==> config.mk <==
export PLATFORM = sky130hd
export DESIGN_NAME = clk_div_ctrl_flat
export DESIGN_NICKNAME = d
export VERILOG_FILES = /design/src/rtl/clk_div_ctrl_if.sv /design/src/rtl/clk_div_ctrl.sv /design/src/flat_wrapper.sv
export SDC_FILE = /design/constraint.sdc
export NUM_CORES = 1
export LEC_CHECK = 0
export BUFFER_PORTS_ARGS = -buffer_cell sky130_fd_sc_hd__buf_4
export CAP_MARGIN = 20
export CORE_ASPECT_RATIO = 0.6
export CORE_MARGIN = 8
export CORE_UTILIZATION = 26
export DETAILED_ROUTE_END_ITERATION = 8
export REMOVE_ABC_BUFFERS = 1
export SYNTH_ARGS = -nofsm -noshare
export SYNTH_HDL_FRONTEND = slang
export SYNTH_SLANG_ARGS = --single-unit
==> constraint.sdc <==
create_clock -name i_clk -period 7.9 [get_ports i_clk]
set_clock_uncertainty 0.05 [all_clocks]
set_input_delay 0.79 -clock i_clk [delete_from_list [all_inputs] [get_ports i_clk]]
set_output_delay 0.79 -clock i_clk [all_outputs]
set_load 0.1 [all_outputs]
==> src/rtl/clk_div_ctrl_if.sv <==
// Configuration handshake bundle for clk_div_ctrl.
// Carries the half-period request and its ready/error responses.
interface clk_div_ctrl_if #(
   parameter int unsigned COUNT_W = 25
);
   logic               i_cfg_valid;
   logic [COUNT_W-1:0] i_cfg_half;
   logic               o_cfg_ready;
   logic               o_cfg_err;

   modport master (
      output i_cfg_valid,
      output i_cfg_half,
      input  o_cfg_ready,
      input  o_cfg_err
   );

   modport slave (
      input  i_cfg_valid,
      input  i_cfg_half,
      output o_cfg_ready,
      output o_cfg_err
   );
endinterface

==> src/rtl/clk_div_ctrl.sv <==
// Run-time controller for a glitch-free programmable clock divider.
// Optional auto-stop after N periods: define CLK_DIV_CTRL_BURST_EN.
module clk_div_ctrl #(
   parameter int unsigned COUNT_W      = 25,
   parameter int unsigned DEFAULT_HALF = 12_500_000
) (
   input  logic        i_clk,
   input  logic        i_reset_n,
   input  logic        i_start,
   input  logic        i_stop,
`ifdef CLK_DIV_CTRL_BURST_EN
   input  logic [15:0] i_burst_len,
`endif
   clk_div_ctrl_if.slave cfg,
   output logic        o_clk,
   output logic        o_tick,
   output logic        o_busy
);

   typedef enum logic [1:0] {
      S_IDLE,
      S_RUN,
      S_STOP
   } state_e;

   state_e             state_q, state_d;
   logic [COUNT_W-1:0] cnt_q, cnt_d;
   logic [COUNT_W-1:0] half_q, half_d;
   logic [COUNT_W-1:0] pend_q, pend_d;
   logic               pend_vld_q, pend_vld_d;
   logic               clk_q, clk_d;
   logic               tick_q, tick_d;
   logic               err_q, err_d;
   logic               busy_q, busy_d;

   logic xfer;
   logic take;
   logic hit;
   logic fall;
   logic go;
   logic last;
   logic apply;

   assign xfer = cfg.i_cfg_valid & ~pend_vld_q;
   assign take = xfer & (cfg.i_cfg_half != '0);
   assign hit  = (cnt_q == (half_q - COUNT_W'(1)));
   assign fall = hit & clk_q;
   assign go   = i_start & ~i_stop;

`ifdef CLK_DIV_CTRL_BURST_EN
   logic [15:0] blen_q, blen_d;
   logic [15:0] per_q, per_d;

   assign last = (blen_q != 16'd0) & (per_q == blen_q - 16'd1);

   always_comb begin
      blen_d = blen_q;
      per_d  = per_q;
      if (state_q == S_IDLE && go) begin
         blen_d = i_burst_len;
         per_d  = 16'd0;
      end else if (state_q != S_IDLE && fall) begin
         per_d = per_q + 16'd1;
      end
   end

   always_ff @(posedge i_clk or negedge i_reset_n) begin
      if (!i_reset_n) begin
         blen_q <= 16'd0;
         per_q  <= 16'd0;
      end else begin
         blen_q <= blen_d;
         per_q  <= per_d;
      end
   end
`else
   assign last = 1'b0;
`endif

   always_comb begin
      state_d    = state_q;
      cnt_d      = cnt_q;
      half_d     = half_q;
      pend_d     = pend_q;
      pend_vld_d = pend_vld_q;
      clk_d      = clk_q;
      err_d      = 1'b0;
      apply      = 1'b0;

      if (xfer && !take) begin
         err_d = 1'b1;
      end else if (take && state_q == S_IDLE) begin
         half_d = cfg.i_cfg_half;
      end else if (take) begin
         pend_d     = cfg.i_cfg_half;
         pend_vld_d = 1'b1;
      end

      unique case (state_q)
         S_IDLE: begin
            clk_d = 1'b0;
            cnt_d = '0;
            if (go) state_d = S_RUN;
         end
         S_RUN, S_STOP: begin
            if (hit) begin
               cnt_d = '0;
               clk_d = ~clk_q;
            end else begin
               cnt_d = cnt_q + COUNT_W'(1);
            end
            // a stop in the low phase may cut it short; a high phase never
            if (state_q == S_RUN && i_stop && !clk_q) begin
               state_d = S_IDLE;
               cnt_d   = '0;
               clk_d   = 1'b0;
               apply   = 1'b1;
            end else if (fall) begin
               apply = 1'b1;
               if (state_q == S_STOP || i_stop || last)
                  state_d = S_IDLE;
            end else if (state_q == S_RUN && i_stop) begin
               state_d = S_STOP;
            end else if (state_q == S_STOP && go) begin
               state_d = S_RUN;
            end
         end
         default: begin
            state_d = S_IDLE;
            cnt_d   = '0;
            clk_d   = 1'b0;
         end
      endcase

      // a request landing on the boundary itself is applied at once
      if (apply) begin
         if (pend_vld_q) half_d = pend_q;
         else if (take)  half_d = cfg.i_cfg_half;
         pend_vld_d = 1'b0;
      end
   end

   assign tick_d = clk_d & ~clk_q;
   assign busy_d = (state_d != S_IDLE);

   always_ff @(posedge i_clk or negedge i_reset_n) begin
      if (!i_reset_n) begin
         state_q    <= S_IDLE;
         cnt_q      <= '0;
         half_q     <= COUNT_W'(DEFAULT_HALF);
         pend_q     <= '0;
         pend_vld_q <= 1'b0;
         clk_q      <= 1'b0;
         tick_q     <= 1'b0;
         err_q      <= 1'b0;
         busy_q     <= 1'b0;
      end else begin
         state_q    <= state_d;
         cnt_q      <= cnt_d;
         half_q     <= half_d;
         pend_q     <= pend_d;
         pend_vld_q <= pend_vld_d;
         clk_q      <= clk_d;
         tick_q     <= tick_d;
         err_q      <= err_d;
         busy_q     <= busy_d;
      end
   end

   assign o_clk           = clk_q;
   assign o_tick          = tick_q;
   assign o_busy          = busy_q;
   assign cfg.o_cfg_ready = ~pend_vld_q;
   assign cfg.o_cfg_err   = err_q;

endmodule

==> src/flat_wrapper.sv <==
// flat-port wrapper written by rule: the top's interface ports become plain ports
module clk_div_ctrl_flat 
#(
   parameter int unsigned COUNT_W      = 25,
   parameter int unsigned DEFAULT_HALF = 12_500_000
)
  (i_clk, i_reset_n, i_start, i_stop, o_clk, o_tick, o_busy, cfg_i_cfg_valid, cfg_i_cfg_half, cfg_o_cfg_ready, cfg_o_cfg_err);
  clk_div_ctrl_if #(.COUNT_W(COUNT_W)) cfg_i ();
  input  logic i_clk;
  input  logic i_reset_n;
  input  logic i_start;
  input  logic i_stop;
  output logic o_clk;
  output logic o_tick;
  output logic o_busy;
  input wire logic [$bits(cfg_i.i_cfg_valid)-1:0] cfg_i_cfg_valid;
  input wire logic [$bits(cfg_i.i_cfg_half)-1:0] cfg_i_cfg_half;
  output wire logic [$bits(cfg_i.o_cfg_ready)-1:0] cfg_o_cfg_ready;
  output wire logic [$bits(cfg_i.o_cfg_err)-1:0] cfg_o_cfg_err;
  assign cfg_i.i_cfg_valid = cfg_i_cfg_valid;
  assign cfg_i.i_cfg_half = cfg_i_cfg_half;
  assign cfg_o_cfg_ready = cfg_i.o_cfg_ready;
  assign cfg_o_cfg_err = cfg_i.o_cfg_err;
  clk_div_ctrl #(.COUNT_W(COUNT_W), .DEFAULT_HALF(DEFAULT_HALF)) u_core (.i_clk(i_clk), .i_reset_n(i_reset_n), .i_start(i_start), .i_stop(i_stop), .cfg(cfg_i), .o_clk(o_clk), .o_tick(o_tick), .o_busy(o_busy));
endmodule
# [Word-level counts from Yosys, hierarchy flattened]
# Index checks and enable logic that the tools add are counted.
[classes] n_addsub=2 n_eq_ne=5 n_mux=26 n_bitwise=10 reduce_logical=15
[ops] op="25-bit 2-to-1 mux" n=8
[ops] op="25-bit by 1-bit adder with 25-bit output (second input constant)" n=1
[ops] op="25-bit equality test" n=1
[ops] op="25-bit nonzero test" n=1
[ops] op="25-bit by 1-bit subtractor with 25-bit output (second input constant)" n=1
[ops] op="2-bit 2-to-1 mux" n=6
[ops] op="1-bit 2-to-1 mux" n=11
[ops] op="3-bit AND reduction" n=2
[ops] op="1-bit AND" n=5
[ops] op="1-bit logical AND" n=5
[ops] op="1-bit inverter" n=5
[ops] op="2-bit by 1-bit != test with 1-bit output (second input constant)" n=2
[ops] op="2-bit one-hot mux with 2 select lines" n=1
[ops] op="2-bit nonzero test" n=2
[ops] op="2-bit by 1-bit equality test with 1-bit output (second input constant)" n=1
[ops] op="2-bit equality test (second input constant)" n=1
[ops] op="1-bit zero test" n=2
[ops] op="2-bit zero test" n=1
[ops] op="2-bit OR reduction" n=1
[ops] op="1-bit logical OR" n=1
[totals] register_bits=82 inputBits=30 out_inout_bits=5 elab_cells=67

# [Logic depth before layout (Yosys ltp)]
# Gate-level depths: netlist of run 1.
[depth] word_depth=9 mapped_depth=14 mapped_depth_nobuf=14

# [Least setup slack after synthesis of run 1]
# Ideal clock, no wire load.
[synth_path] path_type="register -> register" start="register u_core.half_q[11]" end="register u_core.busy_q, in the netlist u_core.o_busy" setup_ps=127 arrival_time_ps=3072 required_time_ps=7723 setup_slack_ps=4651 stages_incl_launch_ff=13 path_buffers=1 synth_period_minus_slack_ps=3249 cell_sequence="dfstp_2 > or3_1 > or4b_1 > buf_6 > nor2_4 > or4b_1 > a211oi_2 > o2111a_1 > ha_1 > a211oi_1 > o21ai_0 > a21oi_1 > or2_2"
[synth_between] elab_chain_len=7
[synth_lines] item="start: declaration" line_no="clk_div_ctrl.sv:28" text="logic [COUNT_W-1:0] half_q, half_d;"
[synth_lines] item="start signal: assignment" line_no="clk_div_ctrl.sv:150" text="half_q <= COUNT_W'(DEFAULT_HALF);"
[synth_lines] item="start signal: assignment" line_no="clk_div_ctrl.sv:160" text="half_q <= half_d;"
[synth_lines] item="25-bit by 1-bit subtractor with 25-bit output" line_no="clk_div_ctrl.sv:46" text="assign hit = (cnt_q == (half_q - COUNT_W'(1)));"
[synth_lines] item="25-bit equality test" line_no="clk_div_ctrl.sv:46"
[synth_lines] item="1-bit AND" line_no="clk_div_ctrl.sv:47" text="assign fall = hit & clk_q;"
[synth_lines] item="2-bit 2-to-1 mux" line_no="clk_div_ctrl.sv:118" text="end else if (fall) begin"
[synth_lines] item="2-bit 2-to-1 mux" line_no="clk_div_ctrl.sv:113" text="if (state_q == S_RUN && i_stop && !clk_q) begin"
[synth_lines] item="2-bit one-hot mux with 2 select lines" line_no="clk_div_ctrl.sv:99" text="unique case (state_q)"
[synth_lines] item="named net u_core.state_d[0]" line_no="clk_div_ctrl.sv:26" text="state_e state_q, state_d;"
[synth_lines] item="2-bit nonzero test" line_no="clk_div_ctrl.sv:144" text="assign busy_d = (state_d != S_IDLE);"
[synth_lines] item="named net u_core.busy_d" line_no="clk_div_ctrl.sv:34" text="logic busy_q, busy_d;"
[synth_lines] item="end signal: assignment" line_no="clk_div_ctrl.sv:166" text="busy_q <= busy_d;"
[synth_lines] item="end: declaration" line_no="clk_div_ctrl.sv:34"
# The timed path passes the listed nets, and every way through them passes these cells.
# A chain may end at the register's enable or synchronous reset.

# [Worst setup path in the final report of run 1]
[layout_path] start="register u_core.half_q[0]" end="register u_core.busy_q, in the netlist u_core.o_busy"
# The elaborated chain is that of the path after synthesis.

==> impl_metrics.csv, run 1 <==
group,metric,value,unit
run_status,status,"finished clean",
place,dpl.hpwl,9660,um
route,wl_met2,4610,um
route,routedWlPerCell,15.9,um
cts,cts-root-buf,"clkbuf_16",
synthesis,synth_top_flop_cell,"dfrtp_1",
global_routing,antenna_found_initial,0,
floorplanning,ios,35,
cts,cts.sinks,82,
synthesis,synth-edff-count,0,
global_routing,grt_max_degree,58,
worst_setup_path,worst_path_largest_cell_delay,0.53,ns
cts,cts_tree,"done",
cts,clockBufferDepth,2,
route,drt_iter0_markers,293,
synthesis,post_synth_num_cell_types,64,
synthesis,synthArstFlopShare,100,%
worst_setup_path,crit_fanout,9,
place,io_buffer_count,34,
cts,clkLatencyLatePin,0.36,ns
sta,whs,0.289,ns
cts,cts_resized,0,
route,top_layer,"met4",
power_and_ir_drop,power.leakage,2.58,nW
synthesis,synth.top_cell.area_share,32.8,%
synthesis,synth.most_common_cell,"mux2i_1",
cts,post_cts_buffers,0,
synthesis,yosys-top-cells-area,"dfrtp_1 33%, mux2i_1 14%, dfstp_2 5.9%, mux2_2 5.3%, xnor2_1 5.1%",
route,drc,0,
cts,numCtsBuffers,9,
finish,final_cell_area,6120,um2
synthesis,synth_seq_cells,82,
finish,drive_gt1_share,18.7,%
global_routing,grt.total_usage,10.6,%
synthesis,netlist.top_cell.by_area,"dfrtp_1",
cts,cts_max_level,3,
global_routing,grt_pass1_wl,21600,um
power_and_ir_drop,pwr_density_cell,350,nW/um2
place,gp_congestion,0.833,
route,drt_wl_total,13400,um
finish,area_growth,14.7,%
worst_setup_path,critPathCaptureType,"register",
route,first_pass_iters,5,
cts,clk_pin_slew_worst_paths,0.07,ns
synthesis,syn-cell-area,5340,um2
worst_setup_path,required,8.08,ns
sta,finalCritPeriodShare,48.8,%
floorplanning,core,20100,um2
sta,max-slew-margin-rel,28.1,%
global_routing,grt_pass1_vias,3775,
floorplanning,dieArea,25500,um2
route,ant_nets,0,
sta,finalSetupViolations,0,
floorplanning,die_w,201,um
route,routed_via_density,4.79,
sta,finalSetupTns,0,ns
synthesis,yosysSeqAreaShare,38.7,%
worst_setup_path,cp_common_cell,"ha_1",
worst_setup_path,crit_slowest_cell,"nor3b_2",
synthesis,yosys-top-cells-count,"72 x mux2i_1, 70 x dfrtp_1, 69 x nor2_1",
route,route.met3.wl,1160,um
route,vias,4044,
finish,antenna_cells,0,
sta,min_period,3.85,ns
worst_setup_path,startpoint_type,"register",
synthesis,synthCells,542,
floorplanning,die_h,127,um
worst_setup_path,critPathArrivalTime,4.03,ns
route,met1_length,7510,um
sta,hold_viol,0,
job,maxCapViolations,0,
finish,final_nets,603,
sta,rsz0062_at_grt,"no",
synthesis,syn_avg_cell_area,9.85,um2
global_routing,gr-total-overflow,0,
sta,slew_viol_final,0,
cts,holdBufCountCts,0,
power_and_ir_drop,irDropWorstVdd,0.000149,V
sta,tightest_slew,1.08,ns
hold_path,hp-class,"primary input to asynchronous set/reset pin",
synthesis,synth-warning-count,0,
floorplanning,rows,40,
floorplanning,initial_core_util,26.6,%
worst_setup_path,path_class,"register to register",
sta,timing.fmax,260,MHz
place,place_area,5790,um2
worst_setup_path,path_cells,"inv_1, ha_1, nor3b_2, nand3_1, nor3_1, xnor2_1, nand2b_1, nor4_1, o2111a_1, ha_1, a211oi_1, o21ai_0, a21oi_1, or2_2",
[final cells by class]
| class | instances | area [um2] |
|---|---|---|
| clock buffer | 11 | 253 |
| clock inverter | 5 | 61.3 |
| fill | 2093 | 13900 |
| inverter | 13 | 48.8 |
| multi-input combinational | 421 | 3050 |
| sequential | 82 | 2070 |
| tap | 273 | 342 |
| timing repair buffer | 39 | 305 |
[cell families after synthesis]
group / count (synthesis) / synth area share [%]
xor gates and xnor gates: 54 / 8.86
muxes: 97 / 18.8
and+or+nand+nor: 188 / 18.7
DFF: 82 / 38.7
adders and majority gates: 7 / 1.64
buffers and inverters: 39 / 4.36
AOI/OAI and AO/OA: 75 / 8.95
[registers in the layout, indices dropped and copies added, names as in the netlist]
register / flops
u_core.o_busy: 1
u_core.pend_q: 25
u_core.state_q: 2
u_core.o_tick: 1
u_core.half_q: 25
u_core.o_clk: 1
u_core.cfg.o_cfg_err: 1
u_core.pend_vld_q: 1
u_core.cnt_q: 25
[placed cells by master (no fill, tap or decap), drive strengths merged, types with 11 or more instances in the layout]
cell     n
nor2    70
nor3    11
xor2    23
dfrtp   70
a21oi   29
mux2i   72
nand2   23
nor4    15
xnor2   31
inv     14
dfstp   12
nand3   17
mux2    25
nand4   11
buf     39
o21ai   14
clkbuf  11
[where the power goes]
part	leakage [nW]	internal [mW]	switching [mW]
Sequential	1.02	0.593	0.208
Combinational	1.41	0.401	0.497
Clock	0.156	0.264	0.183
Total	2.58	1.26	0.888
[layer usage]
metal	GRT usage, %	vias up
met5	0	-
met4	2.28	0
met3	4.14	12
met2	12.2	123
met1	17.2	1915
li1	-	1994
[metrics by stage]
| step | worst slack (ns) | total power [mW] | util (%) | std cells |
|---|---|---|---|---|
| 2_1_floorplan | 3.48 | 1.43 | - | 516 |
| 3_3_place_gp | 4.03 | 1.69 | 28.8 | 827 |
| 3_5_place_dp | 3.96 | 1.68 | 28.8 | 827 |
| 4_1_cts | 3.92 | 2.14 | 30.4 | 843 |
| 5_1_grt | 3.60 | 2.29 | 30.5 | 844 |
| 6_report | 4.05 | 2.15 | 30.5 | 844 |
[path summary, 6_finish.rpt]
| check | startpoint | endpoint | slack [ns] | depth (start not counted) |
|---|---|---|---|---|
| setup / recovery | u_core.half_q[0] | u_core.o_busy | 4.05 | 14 |
| hold / removal | i_reset_n | u_core.cnt_q[3] | 0.29 | 1 |
| max in group asynchronous | i_reset_n | u_core.pend_q[2] | 6.45 | 2 |
| hold reg to reg | u_core.pend_q[15] | u_core.pend_q[15] | 0.45 | 1 |
| min in group i_clk | u_core.pend_q[15] | u_core.pend_q[15] | 0.45 | 1 |
| setup reg to reg | u_core.half_q[0] | u_core.o_busy | 4.05 | 14 |
[worst max-delay path, delay by kind of cell (launching register included)]
kind	cells	cell delay (ns)
xor gates and xnor gates	1	0.11
buffers and inverters	1	0.09
adders and majority gates	2	0.42
DFF	1	0.48
AOI/OAI and AO/OA	4	0.64
and+or+nand+nor	6	1.94
No activity file was read; power rests on OpenSTA's default activity.
==> run 2, diff against run 1 <==
--- a/config.mk
+++ b/config.mk
@@ -5,6 +5,7 @@
 export SDC_FILE = /design/constraint.sdc
 export NUM_CORES = 1
 export LEC_CHECK = 0
+export ABC_AREA = 1
 export BUFFER_PORTS_ARGS = -buffer_cell sky130_fd_sc_hd__buf_4
 export CAP_MARGIN = 20
 export CORE_ASPECT_RATIO = 0.6
==> constraint.sdc (replaced) <==
create_clock -name i_clk -period 3.1 [get_ports i_clk]
set_clock_uncertainty 0.05 [all_clocks]
set_input_delay 0.31 -clock i_clk [delete_from_list [all_inputs] [get_ports i_clk]]
set_output_delay 0.31 -clock i_clk [all_outputs]
set_load 0.1 [all_outputs]
==> run 2 against run 1 <==
Core utilization about the same. Critical path depth increased by 3. Synthesized area increased by 9.0%. Global-route usage rose by 0.84 points. The run now ends with negative hold slack left. Register-to-register slack worse by 3.9 ns. Combinational power rose to 3.3 times the previous value. Sequential cell count is the same. Via count increased by 34%. Count of clock-buffer cells in the layout is 3 higher. Die area grew 8.1%. Hold slack got worse by 0.32 ns.
==> impl_metrics.csv, run 2 <==
group,metric,value,unit
sta,setup_ws,0.126,ns
global_routing,grt_max_degree,57,
synthesis,synth.most_common_cell,"nand2_1",
place,place_area,6390,um2
power_and_ir_drop,internal-power,3.10,mW
finish,fin_cells,1173,
global_routing,grt_pass1_vias,4860,
route,ant_nets,0,
finish,final_cell_mix,"269 x nand2_1, 102 x inv_1, 102 x o21ai_0",
synthesis,synth_seq_cells,82,
worst_setup_path,crit_fanout,6,
route,routed_via_density,4.61,
floorplanning,dieArea,27600,um2
power_and_ir_drop,irDropWorstVdd,0.000380,V
synthesis,synth-edff-count,0,
place,io_buffer_count,34,
place,gp_congestion,0.934,
worst_setup_path,crit_family,"simple AND/OR/NAND/NOR gates",
global_routing,grt.total_usage,11.5,%
sta,timing.fmax,336,MHz
route,drc,0,
power_and_ir_drop,p_clk_share,19.2,%
sta,tightest_slew,0.752,ns
floorplanning,ios,35,
worst_setup_path,worst_path_largest_cell_delay,0.39,ns
finish,reg_top3,"u_core.cnt_q (25), u_core.half_q (25), u_core.pend_q (25)",
cts,numCtsBuffers,9,
synthesis,yosys-top-cells-count,"269 x nand2_1, 102 x inv_1, 102 x o21ai_0",
synthesis,yosys-top-cells-area,"dfrtp_1 30%, nand2_1 17%, o21ai_0 8.8%, inv_1 6.6%, dfstp_2 5.4%",
sta,hold_viol,38,
floorplanning,initial_core_util,26.4,%
place,place_inst,1157,
finish,antenna_cells,0,
place,post-place-ws,0.144,ns
power_and_ir_drop,switchingPower,2.70,mW
worst_setup_path,critPathCaptureType,"register",
power_and_ir_drop,power.leakage,3.40,nW
floorplanning,die_h,132,um
cts,cts_max_level,3,
cts,cts_tree,"done",
hold_path,hp-class,"primary input to asynchronous set/reset pin",
finish,final_cell_area,6720,um2
place,dpl.hpwl,11900,um
floorplanning,rows,42,
worst_setup_path,required,3.27,ns
power_and_ir_drop,power_frac_comb,50.3,%
floorplanning,die_w,209,um
finish,final_nets,919,
synthesis,synth_top_flop_cell,"dfrtp_1",
finish,final_common_cell,"nand2_1",
cts,cts.sinks,82,
synthesis,syn_avg_cell_area,6.80,um2
global_routing,antenna_found_initial,0,
sta,max-slew-margin-rel,49.9,%
power_and_ir_drop,pwr_density_cell,864,nW/um2
synthesis,yosysSeqAreaShare,35.5,%
route,drt_wl_total,15600,um
global_routing,gr-total-overflow,0,
cts,post_cts_buffers,0,
cts,clockBufferDepth,2,
worst_setup_path,crit_slowest_cell,"dfrtp_1",
route,drt_iter0_markers,402,
power_and_ir_drop,pwr-share-seq,30.5,%
worst_setup_path,startpoint_type,"register",
synthesis,syn-cell-area,5820,um2
route,vias,5403,
sta,finalSetupTns,0,ns
synthesis,post_synth_num_cell_types,41,
worst_setup_path,path_cells,"inv_2, ha_2, nand3_4, nor2_4, xor2_2, nand2_1, nor2_1, o21ai_0, nor4_1, nand2_1, nor3_2, buf_4, ha_1, a21oi_1, a32o_1, nand2_1, a31oi_1",
synthesis,netlist.top_cell.by_area,"dfrtp_1",
job,maxCapViolations,0,
route,first_pass_iters,6,
finish,area_growth,15.4,%
worst_setup_path,cp_common_cell,"nand2_1",
global_routing,grt_pass1_wl,25800,um
cts,clk_pin_slew_worst_paths,0.06,ns
finish,drive_gt1_share,15.9,%
worst_setup_path,crit_buf_inv,2,
synthesis,synth-warning-count,0,
worst_setup_path,critPathArrivalTime,3.15,ns
synthesis,synthCells,855,
sta,slew_viol_final,0,
synthesis,synth.top_cell.area_share,30.1,%
synthesis,synthArstFlopShare,100,%
worst_setup_path,path_class,"register to register",
sta,whs,-0.0281,ns
run_status,status,"finished, violations left",
floorplanning,core,22000,um2
sta,min_period,2.97,ns
sta,finalSetupViolations,0,
run_status,violations,"negative hold slack",
power_and_ir_drop,switching_share,46.5,%
cts,clkLatencyLatePin,0.35,ns
cts,cts-root-buf,"clkbuf_16",
route,routedWlPerCell,13.3,um
sta,finalCritPeriodShare,96.0,%
==> run 2: cell count changes after synthesis, moves of 13 or more <==
cell,before,now
mux2i_1,72,0
mux2_2,25,9
a21oi_1,29,5
inv_1,13,102
nor2_1,69,56
inv_2,0,17
o21ai_0,11,102
nand2_1,23,269
nand3_1,16,56
xnor2_1,31,11
==> run 2: through the flow <==
step	hold WS [ns]	total power, mW	util, %
CTS	0.0131	5.78	30.4
floorplan	-0.0356	3.84	-
global route	0.0507	6.32	30.5
global placement	0.386	4.62	29.0
detailed placement	0.384	4.64	29.0
finish	-0.0281	5.80	30.5
==> run 2: cells by family after synthesis <==
group                      count (synthesis)  share of synthesized area [%]
buffers and inverters                    150                           10.5
adders and majority gates                  7                           1.51
DFF                                       82                           35.5
xor gates and xnor gates                  29                           4.37
AOI/OAI and AO/OA                        118                           10.7
and+or+nand+nor                          460                           35.7
muxes                                      9                           1.74
==> run 2: repair_timing <==
action / in CTS / in global routing
setup endpoints to repair: 0 / 3
hold buffers: 0 / 0
resized for setup: 0 / 5
==> run 2: worst reg2reg max path: cells and delay by family, from the launching register on <==
family / cells / cell delay [ns]
compound gates: 4 / 0.48
xor+xnor: 1 / 0.18
fa+ha+maj: 2 / 0.40
buf+inv: 2 / 0.23
flops: 1 / 0.39
simple gates: 8 / 1.13
==> run 2: layout make-up <==
class | instances | area [um2]
Multi-Input combinational cell | 623 | 3170
Sequential cell | 82 | 2070
Clock inverter | 2 | 35.0
Fill cell | 2379 | 15300
Timing Repair Buffer | 46 | 370
Clock buffer | 14 | 264
Inverter | 120 | 450
Tap cell | 286 | 358
==> run 2: path summary, 6_finish.rpt <==
check | startpoint | end | slack (ns) | depth (start not counted)
hold / removal | i_reset_n | u_core.pend_q[4] | -0.03 | 1
setup reg to reg | u_core.half_q[0] | u_core.o_busy | 0.13 | 17
hold reg to reg | u_core.pend_q[12] | u_core.pend_q[12] | 0.43 | 2
min in group i_clk | cfg_i_cfg_half[2] | u_core.pend_q[2] | 0.18 | 2
max in group asynchronous | i_reset_n | u_core.half_q[19] | 2.31 | 2
setup / recovery | u_core.half_q[0] | u_core.o_busy | 0.13 | 17
==> run 2: routing by layer <==
layer  vias up  GRT usage, %  wire length, um
li1       2778             -                -
met1      2489          18.3             8840
met2       126          14.8             5760
met3        10          3.11              889
met4         0          2.15              104
met5         -             0                0
==> run 2: power groups by stage <==
stage / combinational, mW / clock [mW] / sequential, mW
4_1_cts: 2.87 / 1.14 / 1.77
2_1_floorplan: 2.05 / 0 / 1.79
5_1_grt: 3.31 / 1.18 / 1.82
6_report: 2.92 / 1.11 / 1.77
3_5_place_dp: 2.86 / 0 / 1.78
3_3_place_gp: 2.84 / 0 / 1.78
